==> src/rtl/sid_regs.sv <==
// sid_regs: SID-style register file for three voices plus filter/volume.
//   clk, reset (async, active-low)      - clock and reset
//   tick                                - 1 MHz phase enable for the bus-latch decay counter
//   cs, rw, addr, data_in               - access port (one access per cs cycle; rw=1 read)
//   data_out                            - registered read data, held between reads
//   potx, poty, osc3, env3              - read-only sources at 0x19-0x1C
//   freq, pw, control, attack_decay,
//   sustain_release, fc, res_filt,
//   mode_vol                            - register contents, one slice per voice
module sid_regs #(
    parameter int unsigned DECAY_TICKS = 8191
) (
    input  logic        clk,
    input  logic        reset,
    input  logic        tick,
    input  logic        cs,
    input  logic        rw,
    input  logic [4:0]  addr,
    input  logic [7:0]  data_in,
    output logic [7:0]  data_out,
    input  logic [7:0]  potx,
    input  logic [7:0]  poty,
    input  logic [7:0]  osc3,
    input  logic [7:0]  env3,
    output logic [47:0] freq,
    output logic [35:0] pw,
    output logic [23:0] control,
    output logic [23:0] attack_decay,
    output logic [23:0] sustain_release,
    output logic [10:0] fc,
    output logic [7:0]  res_filt,
    output logic [7:0]  mode_vol
);

    localparam int unsigned NUM_VOICES = 3;
    localparam int unsigned VOICE_REGS = 7;
    localparam int unsigned NUM_WREGS  = 25;
    localparam int unsigned CNT_W      = (DECAY_TICKS > 1) ? $clog2(DECAY_TICKS + 1) : 1;

    localparam logic [4:0] ADDR_FC_LO  = 5'h15;
    localparam logic [4:0] ADDR_FC_HI  = 5'h16;
    localparam logic [4:0] ADDR_RESF   = 5'h17;
    localparam logic [4:0] ADDR_MODEV  = 5'h18;
    localparam logic [4:0] ADDR_POTX   = 5'h19;
    localparam logic [4:0] ADDR_POTY   = 5'h1A;
    localparam logic [4:0] ADDR_OSC3   = 5'h1B;
    localparam logic [4:0] ADDR_ENV3   = 5'h1C;

    // Per-voice register storage
    logic [7:0]       r_freq_lo [NUM_VOICES];
    logic [7:0]       r_freq_hi [NUM_VOICES];
    logic [7:0]       r_pw_lo   [NUM_VOICES];
    logic [3:0]       r_pw_hi   [NUM_VOICES];
    logic [7:0]       r_control [NUM_VOICES];
    logic [7:0]       r_ad      [NUM_VOICES];
    logic [7:0]       r_sr      [NUM_VOICES];

    // Filter / volume storage
    logic [2:0]       r_fc_lo;
    logic [7:0]       r_fc_hi;
    logic [7:0]       r_res_filt;
    logic [7:0]       r_mode_vol;

    // Bus latch, its decay counter and the read data register
    logic [7:0]       r_latch;
    logic [CNT_W-1:0] r_decay_cnt;
    logic [7:0]       r_data_out;

    logic             w_wr;
    logic             w_rd;
    logic [NUM_WREGS-1:0] w_sel;
    logic [7:0]       w_rd_data;

    // Access qualification and one-hot write-enable decode for 0x00-0x18
    always_comb begin
        w_wr  = cs & ~rw;
        w_rd  = cs & rw;
        w_sel = '0;
        for (int i = 0; i < int'(NUM_WREGS); i++) begin
            w_sel[i] = w_wr && (addr == 5'(i));
        end
    end

    // Voice registers; each voice occupies seven consecutive addresses from 7n
    always_ff @(posedge clk or negedge reset) begin
        if (!reset) begin
            for (int v = 0; v < int'(NUM_VOICES); v++) begin
                r_freq_lo[v] <= '0;
                r_freq_hi[v] <= '0;
                r_pw_lo[v]   <= '0;
                r_pw_hi[v]   <= '0;
                r_control[v] <= '0;
                r_ad[v]      <= '0;
                r_sr[v]      <= '0;
            end
        end else begin
            for (int v = 0; v < int'(NUM_VOICES); v++) begin
                if (w_sel[VOICE_REGS*v + 0]) r_freq_lo[v] <= data_in;
                if (w_sel[VOICE_REGS*v + 1]) r_freq_hi[v] <= data_in;
                if (w_sel[VOICE_REGS*v + 2]) r_pw_lo[v]   <= data_in;
                if (w_sel[VOICE_REGS*v + 3]) r_pw_hi[v]   <= data_in[3:0];
                if (w_sel[VOICE_REGS*v + 4]) r_control[v] <= data_in;
                if (w_sel[VOICE_REGS*v + 5]) r_ad[v]      <= data_in;
                if (w_sel[VOICE_REGS*v + 6]) r_sr[v]      <= data_in;
            end
        end
    end

    // Filter cutoff, resonance/routing and mode/volume registers
    always_ff @(posedge clk or negedge reset) begin
        if (!reset) begin
            r_fc_lo    <= '0;
            r_fc_hi    <= '0;
            r_res_filt <= '0;
            r_mode_vol <= '0;
        end else begin
            if (w_sel[ADDR_FC_LO]) r_fc_lo    <= data_in[2:0];
            if (w_sel[ADDR_FC_HI]) r_fc_hi    <= data_in;
            if (w_sel[ADDR_RESF])  r_res_filt <= data_in;
            if (w_sel[ADDR_MODEV]) r_mode_vol <= data_in;
        end
    end

    // Bus latch: every write reloads it; a write beats a same-cycle tick.
    // Reads never touch it, so a tick during a read still decrements.
    always_ff @(posedge clk or negedge reset) begin
        if (!reset) begin
            r_latch     <= '0;
            r_decay_cnt <= '0;
        end else if (w_wr) begin
            r_latch     <= data_in;
            r_decay_cnt <= CNT_W'(DECAY_TICKS);
        end else if (tick && (r_decay_cnt != '0)) begin
            r_decay_cnt <= r_decay_cnt - CNT_W'(1);
            if (r_decay_cnt == CNT_W'(1)) begin
                r_latch <= '0;
            end
        end
    end

    // Read source select; uses the pre-tick latch value
    always_comb begin
        w_rd_data = r_latch;
        unique case (addr)
            ADDR_POTX: w_rd_data = potx;
            ADDR_POTY: w_rd_data = poty;
            ADDR_OSC3: w_rd_data = osc3;
            ADDR_ENV3: w_rd_data = env3;
            default:   w_rd_data = r_latch;
        endcase
    end

    // Read data register, held until the next read
    always_ff @(posedge clk or negedge reset) begin
        if (!reset) begin
            r_data_out <= '0;
        end else if (w_rd) begin
            r_data_out <= w_rd_data;
        end
    end

    // Pack register contents onto the per-voice output buses
    always_comb begin
        freq            = '0;
        pw              = '0;
        control         = '0;
        attack_decay    = '0;
        sustain_release = '0;
        for (int v = 0; v < int'(NUM_VOICES); v++) begin
            freq[16*v +: 16]           = {r_freq_hi[v], r_freq_lo[v]};
            pw[12*v +: 12]             = {r_pw_hi[v], r_pw_lo[v]};
            control[8*v +: 8]          = r_control[v];
            attack_decay[8*v +: 8]     = r_ad[v];
            sustain_release[8*v +: 8]  = r_sr[v];
        end
        fc       = {r_fc_hi, r_fc_lo};
        res_filt = r_res_filt;
        mode_vol = r_mode_vol;
        data_out = r_data_out;
    end

endmodule

==> config.mk <==
export PLATFORM = sky130hd
export DESIGN_NAME = sid_regs
export DESIGN_NICKNAME = d
export VERILOG_FILES = /design/src/rtl/sid_regs.sv
export SDC_FILE = /design/constraint.sdc
export NUM_CORES = 1
export LEC_CHECK = 0
export BUFFER_PORTS_ARGS = -buffer_cell sky130_fd_sc_hd__buf_4
export CORE_ASPECT_RATIO = 0.9
export CORE_UTILIZATION = 40
export CTS_BUF_LIST = sky130_fd_sc_hd__clkbuf_8 sky130_fd_sc_hd__clkbuf_16
export DETAILED_ROUTE_END_ITERATION = 8
export RECOVER_POWER = 100
export SETUP_SLACK_MARGIN = 0.15
export SYNTH_ARGS = -nofsm -noshare
export SYNTH_HDL_FRONTEND = slang
export SYNTH_SLANG_ARGS = --single-unit
==> constraint.sdc <==
create_clock -name clk -period 4.75 [get_ports clk]
set_clock_uncertainty 0.15 [all_clocks]
set_input_delay 0.2375 -clock clk [delete_from_list [all_inputs] [get_ports clk]]
set_output_delay 0.2375 -clock clk [all_outputs]
set_load 0.05 [all_outputs]
==> flow_summary.html <==
<table>
<tr><th>Metric</th><th>Value</th></tr>
<tr><th colspan="2">Hold path</th></tr>
<tr><td>Class of the tightest hold or removal check</td><td>in -&gt; reg</td></tr>
<tr><td>Start point of the worst hold path</td><td>rw</td></tr>
<tr><th colspan="2">Detailed routing</th></tr>
<tr><td>Average wire length per cell after detail routing</td><td>21.2 um</td></tr>
<tr><td>Number of search-and-repair iterations in the first detailed-routing pass</td><td>4</td></tr>
<tr><td>Ratio of routed vias to standard cells</td><td>5.15</td></tr>
<tr><td>Number of vias after detailed routing</td><td>5811</td></tr>
<tr><td>Wirelength, routed</td><td>23900 um</td></tr>
<tr><td>Detail Route Antenna Nets</td><td>0</td></tr>
<tr><td>Number of design rule violations left after detail routing</td><td>0</td></tr>
<tr><td>Starting DRC count in detailed routing</td><td>261</td></tr>
<tr><th colspan="2">Yosys</th></tr>
<tr><td>Largest cells by area after synthesis</td><td>sky130_fd_sc_hd__dfrtp_1 (61%), sky130_fd_sc_hd__mux2_2 (24%), sky130_fd_sc_hd__clkbuf_1 (1.0%), sky130_fd_sc_hd__a221o_1 (0.81%), sky130_fd_sc_hd__a22o_1 (0.81%)</td></tr>
<tr><td>Leading post-synthesis cells by instance count</td><td>sky130_fd_sc_hd__dfrtp_1 (212), sky130_fd_sc_hd__mux2_2 (183), sky130_fd_sc_hd__clkbuf_1 (24)</td></tr>
<tr><td>Cell variety after synth</td><td>52</td></tr>
<tr><td>Post-Synthesis Cells</td><td>589</td></tr>
<tr><td>Number of enable flip-flop cells after synthesis</td><td>0</td></tr>
<tr><td>Cell area after synthesis</td><td>8630 um2</td></tr>
<tr><td>Post-synth ARST share</td><td>1.00</td></tr>
<tr><td>Sequential fraction of the synthesis area</td><td>0.615</td></tr>
<tr><td>Dominant register cell in the synthesized netlist</td><td>sky130_fd_sc_hd__dfrtp_1</td></tr>
<tr><td>Net count after synthesis</td><td>642</td></tr>
<tr><td>Total of flip-flops plus latches after synthesis</td><td>212</td></tr>
<tr><td>Cell type with the highest aggregate area in the netlist</td><td>sky130_fd_sc_hd__dfrtp_1</td></tr>
<tr><td>Top cell type's share of synthesized area</td><td>0.615</td></tr>
<tr><td>Post-synthesis area per instance</td><td>14.7 um2</td></tr>
<tr><td>Yosys synthesis warning count</td><td>0</td></tr>
<tr><td>Most frequent cell after synthesis</td><td>sky130_fd_sc_hd__dfrtp_1</td></tr>
<tr><th colspan="2">Power</th></tr>
<tr><td>Part of the power in the clock network</td><td>0.334</td></tr>
<tr><td>Switching power share of the total</td><td>0.361</td></tr>
<tr><td>Switching power of the nets</td><td>1940 uW</td></tr>
<tr><td>Comb power frac</td><td>0.261</td></tr>
<tr><td>Internal power contribution</td><td>3430 uW</td></tr>
<tr><td>Power Density</td><td>501 nW/um2</td></tr>
<tr><td>Static leakage</td><td>0.00493 uW</td></tr>
<tr><td>Worst voltage drop across the vdd grid</td><td>299 uV</td></tr>
<tr><td>Sequential share of power</td><td>0.405</td></tr>
<tr><th colspan="2">Placed design</th></tr>
<tr><td>Number of buffers added on ports</td><td>240</td></tr>
<tr><td>Detailed-placement wirelength estimate</td><td>16200 um</td></tr>
<tr><td>Post-placement cell area</td><td>10700 um2</td></tr>
<tr><td>Routability congestion estimate from global placement</td><td>0.798</td></tr>
<tr><td>Number of placed instances, taps included</td><td>1085</td></tr>
<tr><th colspan="2">Die</th></tr>
<tr><td>Boundary Pins</td><td>241</td></tr>
<tr><td>Effective utilization at floorplan</td><td>0.412</td></tr>
<tr><td>Width of the die</td><td>157 um</td></tr>
<tr><td>Die height</td><td>141 um</td></tr>
<tr><td>Number of rows in the core area</td><td>50</td></tr>
<tr><td>Full die area</td><td>22200 um2</td></tr>
<tr><td>Core footprint</td><td>21000 um2</td></tr>
<tr><th colspan="2">Timing</th></tr>
<tr><td>Final-report hold violation count</td><td>0</td></tr>
<tr><td>RSZ-0062 raised after global routing</td><td>false</td></tr>
<tr><td>Highest Clock Rate</td><td>288 MHz</td></tr>
<tr><td>Final worst path period share</td><td>0.731</td></tr>
<tr><td>Tightest Pin Transition</td><td>1480 ps</td></tr>
<tr><td>Final count of negative-setup-slack endpoints</td><td>0</td></tr>
<tr><td>Final worst path period need</td><td>3470 ps</td></tr>
<tr><td>Aggregate negative setup slack</td><td>0 ps</td></tr>
<tr><td>Final Slew Violations</td><td>0</td></tr>
<tr><td>Worst slew margin relative to its limit</td><td>0.00722</td></tr>
<tr><td>Tightest hold margin</td><td>20.0 ps</td></tr>
<tr><th colspan="2">Worst setup path</th></tr>
<tr><td>Launch point of the critical path</td><td>cs</td></tr>
<tr><td>Critical Path Start Type</td><td>primary input</td></tr>
<tr><td>Class of the most critical setup path</td><td>in -&gt; reg</td></tr>
<tr><td>CP Cell Sequence</td><td>dlygate4sd3_1, clkbuf_1, nor2b_1, clkbuf_1, nand4b_1, nor3_1, mux2_2</td></tr>
<tr><td>CP Data Required Time</td><td>4990 ps</td></tr>
<tr><td>Crit path capture type</td><td>flip-flop</td></tr>
<tr><td>Count of buffer and inverter cells on the critical path</td><td>3</td></tr>
<tr><td>Arrival time reported for the critical path endpoint</td><td>3710 ps</td></tr>
<tr><td>Reg-to-reg startpoint</td><td>r_decay_cnt[9]</td></tr>
<tr><td>Maximum single-stage delay on the critical path</td><td>1200 ps</td></tr>
<tr><td>Slowest CP cell</td><td>sky130_fd_sc_hd__nor3_1</td></tr>
<tr><td>Largest driver fanout on the critical path</td><td>17</td></tr>
<tr><td>Critical Path Most Common Cell</td><td>sky130_fd_sc_hd__clkbuf_1</td></tr>
<tr><td>Top delay family on crit path</td><td>simple AND/OR/NAND/NOR gates</td></tr>
<tr><th colspan="2">Global route</th></tr>
<tr><td>Met3 capacity usage during global routing</td><td>0.0492</td></tr>
<tr><td>Remaining Overflow, GRT</td><td>0</td></tr>
<tr><td>GRT Max-Usage Layer</td><td>met2</td></tr>
<tr><td>Global-route usage over all layers</td><td>0.217</td></tr>
<tr><td>Maximum number of pins on one net before global-route repair</td><td>126</td></tr>
<tr><td>Number of global-route vias before repair</td><td>6169</td></tr>
<tr><td>Met2 Track Usage GR</td><td>0.374</td></tr>
<tr><td>Antenna violations before repair</td><td>0</td></tr>
<tr><td>Grt met1 use</td><td>0.278</td></tr>
<tr><td>Wire length of the first global-routing pass</td><td>36700 um</td></tr>
<tr><th colspan="2">Finish</th></tr>
<tr><td>Multi-input gate area in the final layout</td><td>3120 um2</td></tr>
<tr><td>Post-Layout Inst Area</td><td>10700 um2</td></tr>
<tr><td>Ant diodes</td><td>0</td></tr>
<tr><td>Net count reported at finish</td><td>880</td></tr>
<tr><td>Finished Core Util</td><td>0.511</td></tr>
<tr><td>Fraction of final layout cells sized beyond drive strength 1</td><td>0.325</td></tr>
<tr><td>Area growth syn-to-layout</td><td>24.1%</td></tr>
<tr><td>Fillcell total</td><td>1925</td></tr>
<tr><td>Reg area</td><td>5310 um2</td></tr>
<tr><td>Post-route non-filler standard cell count</td><td>1129</td></tr>
<tr><th colspan="2">CTS</th></tr>
<tr><td>Resized Gates After CTS</td><td>0</td></tr>
<tr><td>Master cell of the clock root buffer</td><td>sky130_fd_sc_hd__clkbuf_16</td></tr>
<tr><td>Clock Pin Slew Worst Setup and Hold Paths</td><td>60 ps</td></tr>
<tr><td>Cts bufs inserted</td><td>23</td></tr>
<tr><td>Max Buffers Root-to-Sink</td><td>3</td></tr>
<tr><td>TritonCTS clock tree</td><td>yes</td></tr>
<tr><td>Sink count of the clock tree</td><td>212</td></tr>
<tr><td># Post-CTS Setup Buffers</td><td>0</td></tr>
<tr><td>Clock insertion delay at the later pin of the skew report</td><td>510 ps</td></tr>
<tr><td>H-tree depth reported by CTS</td><td>1</td></tr>
<tr><td>Number of buffers added to fix hold violations after cts</td><td>3</td></tr>
<tr><th colspan="2">Run status</th></tr>
<tr><td>Result of the run</td><td>complete, but fails checks</td></tr>
<tr><td>Failing checks</td><td>capacitance limit</td></tr>
<tr><th colspan="2">Run</th></tr>
<tr><td># Max-Cap Violations</td><td>1</td></tr>
</table>
## cell families (layout without fill, tap and decap cells)
kind of cell / Yosys count / after routing / synth area share
AOI/OAI and AO/OA: 57 / 57 / 0.0507
xor gates and xnor gates: 2 / 2 / 0.00203
adders and majority gates: 3 / 3 / 0.00435
buffers and inverters: 37 / 291 / 0.0178
DFF: 212 / 212 / 0.615
muxes: 191 / 191 / 0.248
and+or+nand+nor: 87 / 87 / 0.0623
## flip-flops by register name, summed over array words and instances, names as in the netlist
register         flops
mode_vol             8
attack_decay        24
control             24
r_fc_hi              8
r_latch              8
sustain_release     24
r_fc_lo              3
res_filt             8
data_out             8
r_decay_cnt         13
pw                  36
freq                48
## cells in the final DEF, fill, tap and decap left out, drive strengths merged, types with 7 or more instances in the layout
| cell | netlist | final |
|---|---|---|
| inv | 5 | 10 |
| nor2b | 7 | 7 |
| clkbuf | 25 | 223 |
| o21ai | 7 | 7 |
| buf | 7 | 48 |
| dfrtp | 212 | 212 |
| mux2 | 184 | 184 |
| nor2 | 11 | 11 |
| a22o | 8 | 8 |
| mux2i | 7 | 7 |
| o22ai | 8 | 8 |
| nand2 | 18 | 18 |
| and2 | 7 | 7 |
| a22oi | 8 | 8 |
| a221o | 7 | 7 |
## path summary, 6_finish.rpt
path,to,slack (ps),depth (start not counted)
max,sustain_release[17],1280,7
max reg2reg,r_decay_cnt[5],2280,4
min in group asynchronous,freq[37],270,2
min,data_out[6],20,3
max in group asynchronous,r_decay_cnt[11],3120,3
min reg2reg,freq[2],350,1
## power by group through the flow
stage,Sequential (uW),Clock (uW),Combinational [uW]
5_1_grt,2200,1920,1470
3_5_place_dp,2210,0,1610
4_1_cts,2180,1840,1610
6_report,2170,1790,1400
3_3_place_gp,2200,0,1590
2_1_floorplan,2960,0,275
## per-layer routing
| layer | routed length (um) | vias up |
|---|---|---|
| met2 | 11700 | 186 |
| met1 | 10300 | 2981 |
| met4 | 415 | 0 |
| met5 | 0 | - |
| met3 | 1560 | 28 |
| li1 | - | 2616 |
## cell type report
cell class | count | share of cell area
clock inverter | 12 | 0.0102
sequential | 212 | 0.495
tap | 286 | 0.0334
timing repair buffer | 245 | 0.107
inverter | 5 | 0.00175
multi-input combinational | 340 | 0.291
clock buffer | 29 | 0.0615
## worst register-to-register path, cell delays in order (launching register included)
cell and delay (ps):
sky130_fd_sc_hd__dfrtp_1 420, sky130_fd_sc_hd__or4_1 660, sky130_fd_sc_hd__nor4_1 650, sky130_fd_sc_hd__nor3_1 110, sky130_fd_sc_hd__or3b_1 360
## metrics by stage
| step | setup slack (ps) | total power (uW) |
|---|---|---|
| floorplan | 2620 | 3240 |
| global placement | 1980 | 3780 |
| detailed placement | 1870 | 3820 |
| CTS | 1940 | 5630 |
| global route | 1110 | 5580 |
| finish | 1280 | 5370 |
Note: power is estimated with default switching activity, not from simulation.
